==> config.mk <==
export PLATFORM = sky130hd
export DESIGN_NAME = song_sequencer
export DESIGN_NICKNAME = d
export VERILOG_FILES = /design/src/rtl/song_sequencer.sv
export SDC_FILE = /design/constraint.sdc
export NUM_CORES = 1
export LEC_CHECK = 0
export ABC_AREA = 1
export CAP_MARGIN = 20
export CORE_MARGIN = 2
export CORE_UTILIZATION = 41
export CTS_CLUSTER_DIAMETER = 80
export DETAILED_ROUTE_END_ITERATION = 10
export MAX_ROUTING_LAYER = met4
export PLACE_DENSITY = 0.67
export SLEW_MARGIN = 20
export SYNTH_ARGS = -nofsm -noshare
export SYNTH_HDL_FRONTEND = slang
export SYNTH_SLANG_ARGS = --single-unit
==> constraint.sdc <==
create_clock -name clock -period 1.6 [get_ports clock]
set_clock_uncertainty 0.15 [all_clocks]
set_input_delay 0.32 -clock clock [delete_from_list [all_inputs] [get_ports clock]]
set_output_delay 0.32 -clock clock [all_outputs]
set_load 0.03 [all_outputs]
==> src/rtl/song_sequencer.sv <==
// song_sequencer
//
// Playback controller for the note lanes. Divides clock down to the beat
// period, runs the song life-cycle and emits the single-cycle strobes that
// reload and advance the three lane shift registers.
//
// Ports
//   clock          system clock
//   reset_b        asynchronous active-low reset
//   start          level; request to (re)start a song from IDLE or DONE
//   pause_toggle   pulse; PLAYING <-> PAUSED
//   stop           pulse; abort to IDLE from any state
//   speed_sel[1:0] tempo select, 0 slowest .. 3 fastest, latched at start
//   load_song      pulse; lanes reload their song patterns
//   shift_en       pulse; lanes shift by one note
//   count_in_beat  pulse; one per silent count-in beat
//   beat_index[6:0] shift pulses issued in the current song
//   playing / paused / song_done   state flags
//
// state     | meaning
// ----------+-----------------------------------------------------------
// S_IDLE    | waiting for start, no pulses
// S_COUNTIN | silent beats, count_in_beat on each divider wrap
// S_PLAYING | shift_en on each divider wrap, beat_index counts up
// S_PAUSED  | divider frozen mid-period, no pulses
// S_DONE    | song finished, beat_index holds SONG_LEN

module song_sequencer #(
    parameter int unsigned BASE_DIV = 3_125_000,
    parameter int unsigned SONG_LEN = 100,
    parameter int unsigned COUNT_IN = 4
) (
    input  logic       clock,
    input  logic       reset_b,
    input  logic       start,
    input  logic       pause_toggle,
    input  logic       stop,
    input  logic [1:0] speed_sel,
    output logic       load_song,
    output logic       shift_en,
    output logic       count_in_beat,
    output logic [6:0] beat_index,
    output logic       playing,
    output logic       paused,
    output logic       song_done
);

    // Longest period is BASE_DIV*4; the divider only ever holds 0..P-1.
    localparam int unsigned P_MAX = BASE_DIV * 4;
    localparam int unsigned DIV_W = $clog2(P_MAX);

    typedef enum logic [2:0] {
        S_IDLE,
        S_COUNTIN,
        S_PLAYING,
        S_PAUSED,
        S_DONE
    } state_t;

    state_t           state, state_nxt;
    logic [DIV_W-1:0] div_cnt, div_nxt;
    logic [DIV_W-1:0] period_m1, period_m1_nxt;
    logic [3:0]       cin_cnt, cin_nxt;
    logic [6:0]       beat_nxt;
    logic             load_nxt, shift_nxt, cin_beat_nxt;
    logic             wrap, last_beat, song_full;

    assign wrap      = (div_cnt == period_m1);
    assign last_beat = ((beat_index + 7'd1) == 7'(SONG_LEN));
    assign song_full = (beat_index == 7'(SONG_LEN));

    always_ff @(posedge clock or negedge reset_b) begin
        if (!reset_b) begin
            state         <= S_IDLE;
            div_cnt       <= '0;
            period_m1     <= '0;
            cin_cnt       <= '0;
            beat_index    <= '0;
            load_song     <= 1'b0;
            shift_en      <= 1'b0;
            count_in_beat <= 1'b0;
            playing       <= 1'b0;
            paused        <= 1'b0;
            song_done     <= 1'b0;
        end else begin
            state         <= state_nxt;
            div_cnt       <= div_nxt;
            period_m1     <= period_m1_nxt;
            cin_cnt       <= cin_nxt;
            beat_index    <= beat_nxt;
            load_song     <= load_nxt;
            shift_en      <= shift_nxt;
            count_in_beat <= cin_beat_nxt;
            playing       <= (state_nxt == S_PLAYING);
            paused        <= (state_nxt == S_PAUSED);
            song_done     <= (state_nxt == S_DONE);
        end
    end

    always_comb begin
        state_nxt     = state;
        div_nxt       = div_cnt;
        period_m1_nxt = period_m1;
        cin_nxt       = cin_cnt;
        beat_nxt      = beat_index;
        load_nxt      = 1'b0;
        shift_nxt     = 1'b0;
        cin_beat_nxt  = 1'b0;

        case (state)
            S_IDLE, S_DONE: begin
                // start wins over a simultaneous pause_toggle, which is dropped
                if (start) begin
                    state_nxt     = (COUNT_IN == 0) ? S_PLAYING : S_COUNTIN;
                    load_nxt      = 1'b1;
                    div_nxt       = '0;
                    beat_nxt      = '0;
                    cin_nxt       = 4'(COUNT_IN);
                    period_m1_nxt = DIV_W'(BASE_DIV * (32'd4 - 32'(speed_sel)) - 32'd1);
                end
            end
            S_COUNTIN: begin
                if (wrap) begin
                    div_nxt      = '0;
                    cin_beat_nxt = 1'b1;
                    cin_nxt      = cin_cnt - 4'd1;
                    if (cin_cnt == 4'd1) begin
                        state_nxt = S_PLAYING;
                    end
                end else begin
                    div_nxt = div_cnt + DIV_W'(1);
                end
            end
            S_PLAYING: begin
                // DONE is entered the cycle after the final shift_en
                if (song_full) begin
                    state_nxt = S_DONE;
                end else if (wrap) begin
                    div_nxt   = '0;
                    shift_nxt = 1'b1;
                    beat_nxt  = beat_index + 7'd1;
                    if (pause_toggle && !last_beat) begin
                        state_nxt = S_PAUSED;
                    end
                end else begin
                    // the toggle cycle itself still counts, so no phase is lost
                    div_nxt = div_cnt + DIV_W'(1);
                    if (pause_toggle) begin
                        state_nxt = S_PAUSED;
                    end
                end
            end
            S_PAUSED: begin
                if (pause_toggle) begin
                    state_nxt = S_PLAYING;
                end
            end
            default: begin
                state_nxt = S_IDLE;
            end
        endcase

        if (stop) begin
            state_nxt    = S_IDLE;
            div_nxt      = '0;
            beat_nxt     = '0;
            load_nxt     = 1'b0;
            shift_nxt    = 1'b0;
            cin_beat_nxt = 1'b0;
        end
    end

endmodule

==> impl_metrics.prom, run 1 <==
# TYPE chip_impl_metric gauge
chip_impl_metric{name="start_util",unit=""} 0.423
chip_impl_info{name="synthMostInstantiatedCell",value="nand2_1"} 1
chip_impl_metric{name="pin_count_of_the_biggest_net_entering_global_routing",unit=""} 23
chip_impl_metric{name="hold_viol_final",unit=""} 0
chip_impl_info{name="endpoint_class_of_the_critical_path",value="flip-flop"} 1
chip_impl_metric{name="dr_total_vias",unit=""} 5131
chip_impl_metric{name="async_flop_share",unit=""} 1.00
chip_impl_metric{name="depth_of_the_cts_h_tree",unit=""} 3
chip_impl_info{name="rsz0062_at_grt",value="true"} 1
chip_impl_metric{name="synth.distinct_cells",unit=""} 40
chip_impl_metric{name="minimum_setup_slack_after_placement",unit="ns"} -1.79
chip_impl_metric{name="final.setup.worst_slack",unit="ns"} -0.930
chip_impl_metric{name="postSynthCellCount",unit=""} 675
chip_impl_metric{name="placement.cell_area",unit="sq um"} 6170
chip_impl_metric{name="detail_route.wirelength",unit="microns"} 15200
chip_impl_metric{name="cp_data_required_time",unit="ns"} 1.69
chip_impl_metric{name="synth_area",unit="sq um"} 4630
chip_impl_metric{name="vias_per_cell",unit=""} 5.13
chip_impl_metric{name="post-route-cell-area",unit="sq um"} 7560
chip_impl_metric{name="postSynthRegisterBits",unit=""} 63
chip_impl_metric{name="post-synth-top-area-fraction",unit=""} 0.340
chip_impl_metric{name="route.antenna.remaining_nets",unit=""} 0
chip_impl_info{name="critical_path_class",value="primary input to flip-flop"} 1
chip_impl_metric{name="share_of_the_clock_period_used_by_the_worst_path",unit=""} 1.58
chip_impl_metric{name="grt_usage",unit=""} 0.263
chip_impl_metric{name="rows",unit=""} 38
chip_impl_metric{name="multiInputGateArea",unit="sq um"} 3490
chip_impl_metric{name="timing.final.max_slew_violations",unit=""} 0
chip_impl_info{name="violations",value="setup timing"} 1
chip_impl_metric{name="timing.max_cap.violations",unit=""} 0
chip_impl_metric{name="timing.setup.tns",unit="ns"} -13.24
chip_impl_metric{name="peakVddDrop",unit="mV"} 0.389
chip_impl_metric{name="synth_enable_flop_cells",unit=""} 0
chip_impl_metric{name="hpwl",unit="microns"} 10400
chip_impl_info{name="cts_root_buffer",value="clkbuf_16"} 1
chip_impl_metric{name="post_synth.cell_area_avg",unit="sq um"} 6.86
chip_impl_metric{name="finalCoreUtilization",unit=""} 0.691
chip_impl_metric{name="period_needed",unit="ns"} 2.53
chip_impl_metric{name="timing.critical_path.fanout_max",unit=""} 4
chip_impl_metric{name="die_x",unit="microns"} 110
chip_impl_info{name="synthDominantAreaCellType",value="dfrtp_1"} 1
chip_impl_metric{name="num-fill-cells",unit=""} 814
chip_impl_metric{name="fraction_of_final_layout_cells_with_drive_strength_greater_than_1",unit=""} 0.456
chip_impl_metric{name="design.die.area",unit="sq um"} 12200
chip_impl_metric{name="grt_pass1_vias",unit=""} 5207
chip_impl_info{name="worst_hold_check_path_type",value="primary input to asynchronous set/reset pin"} 1
chip_impl_metric{name="cts-buffers-inserted",unit=""} 9
chip_impl_metric{name="fin_nets",unit=""} 892
chip_impl_metric{name="clock_sinks",unit=""} 63
chip_impl_metric{name="max_freq",unit="MHz"} 395
chip_impl_metric{name="floorplan.die.height",unit="microns"} 110
chip_impl_metric{name="antenna_found_initial",unit=""} 0
chip_impl_metric{name="antenna_cells_inserted",unit=""} 0
chip_impl_metric{name="detail_route.wl_per_cell",unit="microns"} 15.2
chip_impl_metric{name="power_per_unit_of_standard_cell_area",unit="nW/um^2"} 731
chip_impl_metric{name="ys_seq_area_frac",unit=""} 0.340
chip_impl_metric{name="final-seq-area",unit="sq um"} 1600
chip_impl_metric{name="drcViolationCount",unit=""} 0
chip_impl_metric{name="area_growth_syn_to_layout",unit="%"} 63.2
chip_impl_metric{name="iteration_count_of_the_initial_detailed_routing_pass",unit=""} 5
chip_impl_metric{name="routabilityCongestion",unit=""} 0.918
chip_impl_info{name="worst_setup_path_start_kind",value="primary input"} 1
chip_impl_info{name="cts_tree",value="built"} 1
chip_impl_metric{name="setup-violations-final",unit=""} 47
chip_impl_metric{name="clkLatencyLatePin",unit="ns"} 0.35
chip_impl_metric{name="worst_setup_hold_path_clk_slew",unit="ns"} 0.06
chip_impl_info{name="synth.top_cells.by_count",value="nand2_1 (192), inv_1 (93), nor2_1 (86)"} 1
chip_impl_info{name="leading_register_cell_type_out_of_synthesis",value="dfrtp_1"} 1
chip_impl_info{name="outcome",value="complete, but fails checks"} 1
chip_impl_metric{name="core_region_area",unit="sq um"} 10900
chip_impl_metric{name="drt_iter0_markers",unit=""} 302
chip_impl_metric{name="leakage",unit="nW"} 3.65
chip_impl_metric{name="num_io_pins",unit=""} 20
chip_impl_metric{name="overflow",unit=""} 0
chip_impl_metric{name="synth.yosys.warnings",unit=""} 0
chip_impl_info{name="post_synth_main_area_contributors",value="dfrtp_1 (34%), nand2_1 (16%), ha_1 (7.8%)"} 1
chip_impl_metric{name="r2r_cells",unit=""} 10
chip_impl_metric{name="io_buffers",unit=""} 19
chip_impl_metric{name="ctsLongestPathBuffers",unit=""} 2
chip_impl_metric{name="wire_length_of_the_first_global_routing_pass",unit="microns"} 23800
chip_impl_metric{name="worst_ep_arrival_time",unit="ns"} 2.62
[final cells by class]
cell class                 count  area share
multi-input combinational    497       0.462
sequential                    63       0.211
timing repair buffer         179       0.199
inverter                     105      0.0563
clock buffer                  11      0.0321
tap                          140      0.0232
clock inverter                 5      0.0139
timing repair inverter         1     0.00215
[power breakdown]
group	switching, W	leakage [nW]	internal [W]
sequential	0.0000785	0.807	0.00168
clock	0.000768	0.162	0.00156
combinational	0.000778	2.68	0.000650
[through the flow]
stage	cells	hold slack [ns]	total power [W]
after floorplan	677	-0.126	0.00239
after global placement	959	0.129	0.00282
after detailed placement	959	0.133	0.00286
after CTS	994	0.307	0.00537
after global routing	1001	0.344	0.00576
final	1001	0.302	0.00552
[layer usage]
| layer | wire length [microns] | track usage | vias to the layer above |
|---|---|---|---|
| met4 | 492 | 0.121 | 0 |
| met1 | 6040 | 0.297 | 2443 |
| met2 | 7930 | 0.452 | 168 |
| met5 | 0 | - | - |
| met3 | 756 | 0.0488 | 44 |
| li1 | - | - | 2476 |
[state kept, by name (all words and copies together), names as in the netlist, 3 cells and up]
name	flops
cin_cnt	4
period_m1	19
beat_index	7
div_cnt	24
state	3
[critical path, cell delays in order]
cell and delay [ns]:
buf_8 0.08, clkinvlp_4 0.14, ha_4 0.33, nand2_4 0.06
xnor2_2 0.16, ha_4 0.23, ha_4 0.25, ha_4 0.22
ha_4 0.26, inv_2 0.04, nor3_4 0.16, nand3_2 0.12
nand3_2 0.09, nand2_2 0.05, nand3_1 0.05, o21ai_1 0.06
[kinds of logic after synthesis]
family / Yosys count / synth area share
compound gates: 48 / 0.0578
xor+xnor: 27 / 0.0511
fa+ha+maj: 29 / 0.0784
buf+inv: 118 / 0.104
flops: 63 / 0.340
other cells: 1 / 0.000810
simple gates: 389 / 0.368
[what timing repair did]
item                       CTS  global route
pin swaps                   70            62
gates resized for setup    132           115
hold endpoints to repair    12             0
buffers inserted            16             9
hold buffers                 1             0
cloned                       3             0
setup endpoints to repair   60            48
[worst paths after layout]
check | to | startpoint | slack (ns)
min reg2reg | cin_cnt[0] | cin_cnt[0] | 0.37
min | period_m1[23] | reset_b | 0.30
min in group clock | state[2] | stop | 0.34
max in group asynchronous | div_cnt[4] | reset_b | 0.44
max | period_m1[23] | speed_sel[1] | -0.93
max reg2reg | div_cnt[14] | state[1] | -0.26
[placed cells by master, fill, tap and decap left out, types with 3 or more instances in the layout]
cell type | Yosys | routed
nand2_1 | 192 | 152
buf_4 | 5 | 144
inv_1 | 93 | 77
dfrtp_1 | 63 | 48
nor2_1 | 86 | 44
nand3_1 | 54 | 35
nand2_2 | 5 | 31
nor2_2 | 9 | 29
inv_2 | 10 | 23
nor2_4 | 1 | 23
nand4_1 | 17 | 17
nand3_2 | 3 | 16
nand2_4 | 2 | 15
dfrtp_2 | 0 | 15
o21ai_1 | 6 | 14
xor2_1 | 19 | 14
ha_4 | 0 | 14
ha_1 | 29 | 14
buf_6 | 1 | 12
o21ai_0 | 24 | 11
clkbuf_16 | 0 | 9
nand3_4 | 1 | 7
dlygate4sd2_1 | 0 | 7
nor3_1 | 12 | 6
buf_12 | 0 | 6
xnor2_1 | 8 | 5
o21bai_1 | 5 | 5
nor3_4 | 0 | 5
o21ai_2 | 0 | 5
xor2_2 | 0 | 5
a21oi_1 | 5 | 4
buf_2 | 4 | 4
xnor2_2 | 0 | 3
clkinvlp_4 | 0 | 3
nor3_2 | 2 | 3
conb_1 | 1 | 3
bufinv_16 | 0 | 3
(Power assumes the default switching activity.)
==> run 2, diff against run 1 <==
Settings changed: ABC_AREA 1 to 0.
==> run 2 against run 1 <==
  * Largest cell class unchanged
  * Final cell count is 26% lower
  * Clock-buffer cell count unchanged
  * Via count is 20% lower
  * Clock power decreased by 31%
  * Die area down 14%
  * Sequential power hardly changed
  * Non-clock buffer count shrank 6
  * The flow still finishes with violations (setup timing)
  * Sequential share of layout area up 3.0 points
==> impl_metrics.prom, run 2 <==
# TYPE chip_impl_metric gauge
chip_impl_info{name="outcome",value="complete, but fails checks"} 1
chip_impl_info{name="violations",value="setup timing"} 1
chip_impl_metric{name="synth.distinct_cells",unit=""} 55
chip_impl_info{name="worst_hold_check_path_type",value="primary input to flip-flop"} 1
chip_impl_metric{name="wire_length_of_the_first_global_routing_pass",unit="microns"} 20200
chip_impl_metric{name="routabilityCongestion",unit=""} 0.874
chip_impl_metric{name="rows",unit=""} 35
chip_impl_metric{name="start_util",unit=""} 0.425
chip_impl_metric{name="floorplan.die.height",unit="microns"} 102
chip_impl_metric{name="max_freq",unit="MHz"} 350
chip_impl_metric{name="area_growth_syn_to_layout",unit="%"} 67.0
chip_impl_metric{name="final.setup.worst_slack",unit="ns"} -1.25
chip_impl_info{name="cts_tree",value="built"} 1
chip_impl_metric{name="depth_of_the_cts_h_tree",unit=""} 3
chip_impl_info{name="leading_register_cell_type_out_of_synthesis",value="dfrtp_1"} 1
chip_impl_metric{name="wire_length_on_met2",unit="microns"} 6630
chip_impl_metric{name="power_per_unit_of_standard_cell_area",unit="nW/um^2"} 679
chip_impl_metric{name="cp_data_required_time",unit="ns"} 1.67
chip_impl_metric{name="pin_count_of_the_biggest_net_entering_global_routing",unit=""} 64
chip_impl_metric{name="detail_route.wl_per_cell",unit="microns"} 17.8
chip_impl_metric{name="num_io_pins",unit=""} 20
chip_impl_info{name="synthMostInstantiatedCell",value="dfrtp_1"} 1
chip_impl_info{name="post_synth_main_area_contributors",value="dfrtp_1 (40%), ha_1 (9.2%), nand2_1 (5.4%)"} 1
chip_impl_metric{name="iteration_count_of_the_initial_detailed_routing_pass",unit=""} 5
chip_impl_metric{name="grt_usage",unit=""} 0.260
chip_impl_metric{name="worst_ep_arrival_time",unit="ns"} 2.93
chip_impl_metric{name="hold_viol_final",unit=""} 0
chip_impl_metric{name="timing.slew.headroom",unit=""} 0.563
chip_impl_metric{name="minimum_setup_slack_after_placement",unit="ns"} -2.07
chip_impl_metric{name="synth.yosys.warnings",unit=""} 0
chip_impl_metric{name="overflow",unit=""} 0
chip_impl_metric{name="design.die.area",unit="sq um"} 10400
chip_impl_info{name="synthDominantAreaCellType",value="dfrtp_1"} 1
chip_impl_metric{name="wl_met1",unit="microns"} 5340
chip_impl_metric{name="drt_iter0_markers",unit=""} 267
chip_impl_metric{name="route.antenna.remaining_nets",unit=""} 0
chip_impl_metric{name="hpwl",unit="microns"} 7980
chip_impl_metric{name="post-synth-top-area-fraction",unit=""} 0.400
chip_impl_metric{name="post_synth.cell_area_avg",unit="sq um"} 9.04
chip_impl_metric{name="postSynthRegisterBits",unit=""} 63
chip_impl_metric{name="setup-violations-final",unit=""} 49
chip_impl_metric{name="timing.setup.tns",unit="ns"} -27.76
chip_impl_info{name="most_used_cells_in_the_layout_excluding_fill_and_tap_cells",value="buf_4 (126), dfrtp_1 (54), nand2_1 (48), nor2_1 (30), buf_6 (23)"} 1
chip_impl_metric{name="grt_pass1_vias",unit=""} 4118
chip_impl_metric{name="peakVddDrop",unit="mV"} 0.487
chip_impl_metric{name="period_needed",unit="ns"} 2.85
chip_impl_info{name="rsz0062_at_grt",value="true"} 1
chip_impl_metric{name="timing.critical_path.fanout_max",unit=""} 4
chip_impl_metric{name="num-fill-cells",unit=""} 625
chip_impl_metric{name="leakage",unit="nW"} 2.93
chip_impl_metric{name="ctsLongestPathBuffers",unit=""} 2
chip_impl_metric{name="largest_register_ffs",unit=""} 24
chip_impl_metric{name="fin_nets",unit=""} 641
chip_impl_metric{name="synth_enable_flop_cells",unit=""} 0
chip_impl_metric{name="fraction_of_final_layout_cells_with_drive_strength_greater_than_1",unit=""} 0.498
chip_impl_metric{name="clock_sinks",unit=""} 63
chip_impl_metric{name="cts-buffers-inserted",unit=""} 9
chip_impl_metric{name="antenna_found_initial",unit=""} 0
chip_impl_metric{name="clkLatencyLatePin",unit="ns"} 0.35
chip_impl_metric{name="synth_area",unit="sq um"} 3940
chip_impl_metric{name="die_x",unit="microns"} 102
chip_impl_metric{name="wl_met3",unit="microns"} 734
chip_impl_info{name="worst_setup_path_start_kind",value="primary input"} 1
chip_impl_metric{name="antenna_cells_inserted",unit=""} 0
chip_impl_metric{name="share_of_the_clock_period_used_by_the_worst_path",unit=""} 1.78
chip_impl_metric{name="dr_total_vias",unit=""} 4097
chip_impl_metric{name="worst_setup_hold_path_clk_slew",unit="ns"} 0.08
chip_impl_metric{name="core_region_area",unit="sq um"} 9280
chip_impl_metric{name="total_power",unit="W"} 0.00447
chip_impl_info{name="critical_path_class",value="primary input to flip-flop"} 1
chip_impl_metric{name="ys_seq_area_frac",unit=""} 0.400
chip_impl_info{name="biggestRegsByFlops",value="div_cnt: 24 flops, period_m1: 19 flops, beat_index: 7 flops"} 1
chip_impl_metric{name="drcViolationCount",unit=""} 0
chip_impl_info{name="dr.max_layer_used",value="met4"} 1
chip_impl_metric{name="io_buffers",unit=""} 19
chip_impl_metric{name="async_flop_share",unit=""} 1.00
chip_impl_info{name="regMostFlops",value="div_cnt"} 1
chip_impl_info{name="synth.top_cells.by_count",value="dfrtp_1 (63), nand2_1 (57), nor2_1 (35)"} 1
chip_impl_info{name="cts_root_buffer",value="clkbuf_8"} 1
chip_impl_info{name="mostFrequentLayoutCell",value="buf_4"} 1
chip_impl_info{name="endpoint_class_of_the_critical_path",value="flip-flop"} 1
chip_impl_metric{name="postSynthCellCount",unit=""} 436
chip_impl_metric{name="timing.final.max_slew_violations",unit=""} 0
chip_impl_metric{name="detail_route.wirelength",unit="microns"} 13200
chip_impl_metric{name="tightest_slew",unit="ns"} 0.651
chip_impl_metric{name="vias_per_cell",unit=""} 5.54
chip_impl_metric{name="timing.max_cap.violations",unit=""} 0
run 2: metrics by stage:
step	hold WS, ns	util	cells	cell area (sq um)
after floorplan	-0.126	-	438	4090
final	0.200	0.709	739	6580
after global placement	0.216	0.586	705	5440
after CTS	0.165	0.671	730	6230
after detailed placement	0.213	0.586	705	5440
after global routing	0.221	0.709	739	6580
run 2: cells by family after synthesis:
logic type | synth area share
buffers and inverters | 0.0368
adder cells (fa/ha/maj) | 0.0920
flip-flops | 0.400
other | 0.000951
AO/OA/AOI/OAI | 0.148
AND/OR/NAND/NOR | 0.230
XOR/XNOR | 0.0822
multiplexers | 0.0102
run 2: final timing paths:
kind | start | end | slack, ns | cells after the start
setup / recovery | speed_sel[1] | period_m1[23] | -1.25 | 14
hold / removal | speed_sel[0] | period_m1[3] | 0.20 | 3
setup reg to reg | period_m1[22] | beat_index[4] | -0.62 | 6
hold reg to reg | period_m1[2] | period_m1[2] | 0.35 | 2
max in group asynchronous | reset_b | state[0] | 0.64 | 3
min in group asynchronous | reset_b | div_cnt[5] | 0.37 | 3
run 2: layer usage:
| metal | vias to the layer above | track usage |
|---|---|---|
| met3 | 42 | 0.0349 |
| met1 | 1991 | 0.328 |
| met4 | 0 | 0.113 |
| met2 | 177 | 0.422 |
| met5 | - | - |
| li1 | 1887 | - |
run 2: worst max-delay path, stage by stage:
cell     delay [ns]
buf_2          0.11
inv_2          0.10
ha_4           0.23
xor2_4         0.16
buf_4          0.14
buf_4          0.14
ha_1           0.20
ha_1           0.32
a31o_2         0.26
a32o_2         0.23
and3_4         0.15
o41ai_4        0.34
xnor2_1        0.15
o21ai_1        0.08
run 2: where the power goes:
| part | leakage (nW) | total (W) | switching (W) | internal (W) |
|---|---|---|---|---|
| Clock | 0.112 | 0.00161 | 0.000653 | 0.000959 |
| Sequential | 0.820 | 0.00175 | 0.0000746 | 0.00168 |
| Combinational | 2.00 | 0.00111 | 0.000545 | 0.000563 |
run 2: area by class of cell:
type                       count  area (sq um)  share of cell area
sequential                    63          1590               0.241
clock inverter                 5          80.1              0.0122
inverter                      17          67.6              0.0103
timing repair buffer         173          1500               0.228
multi-input combinational    341          3030               0.461
tap                          129           161              0.0245
clock buffer                  11           151              0.0230
run 2: repair_timing:
item	4_1_cts	5_1_grt
pin swaps	56	34
setup endpoints to repair	60	51
buffers inserted	8	11
gates resized for setup	132	55
cloned	2	0
hold buffers	1	0
hold endpoints to repair	63	0
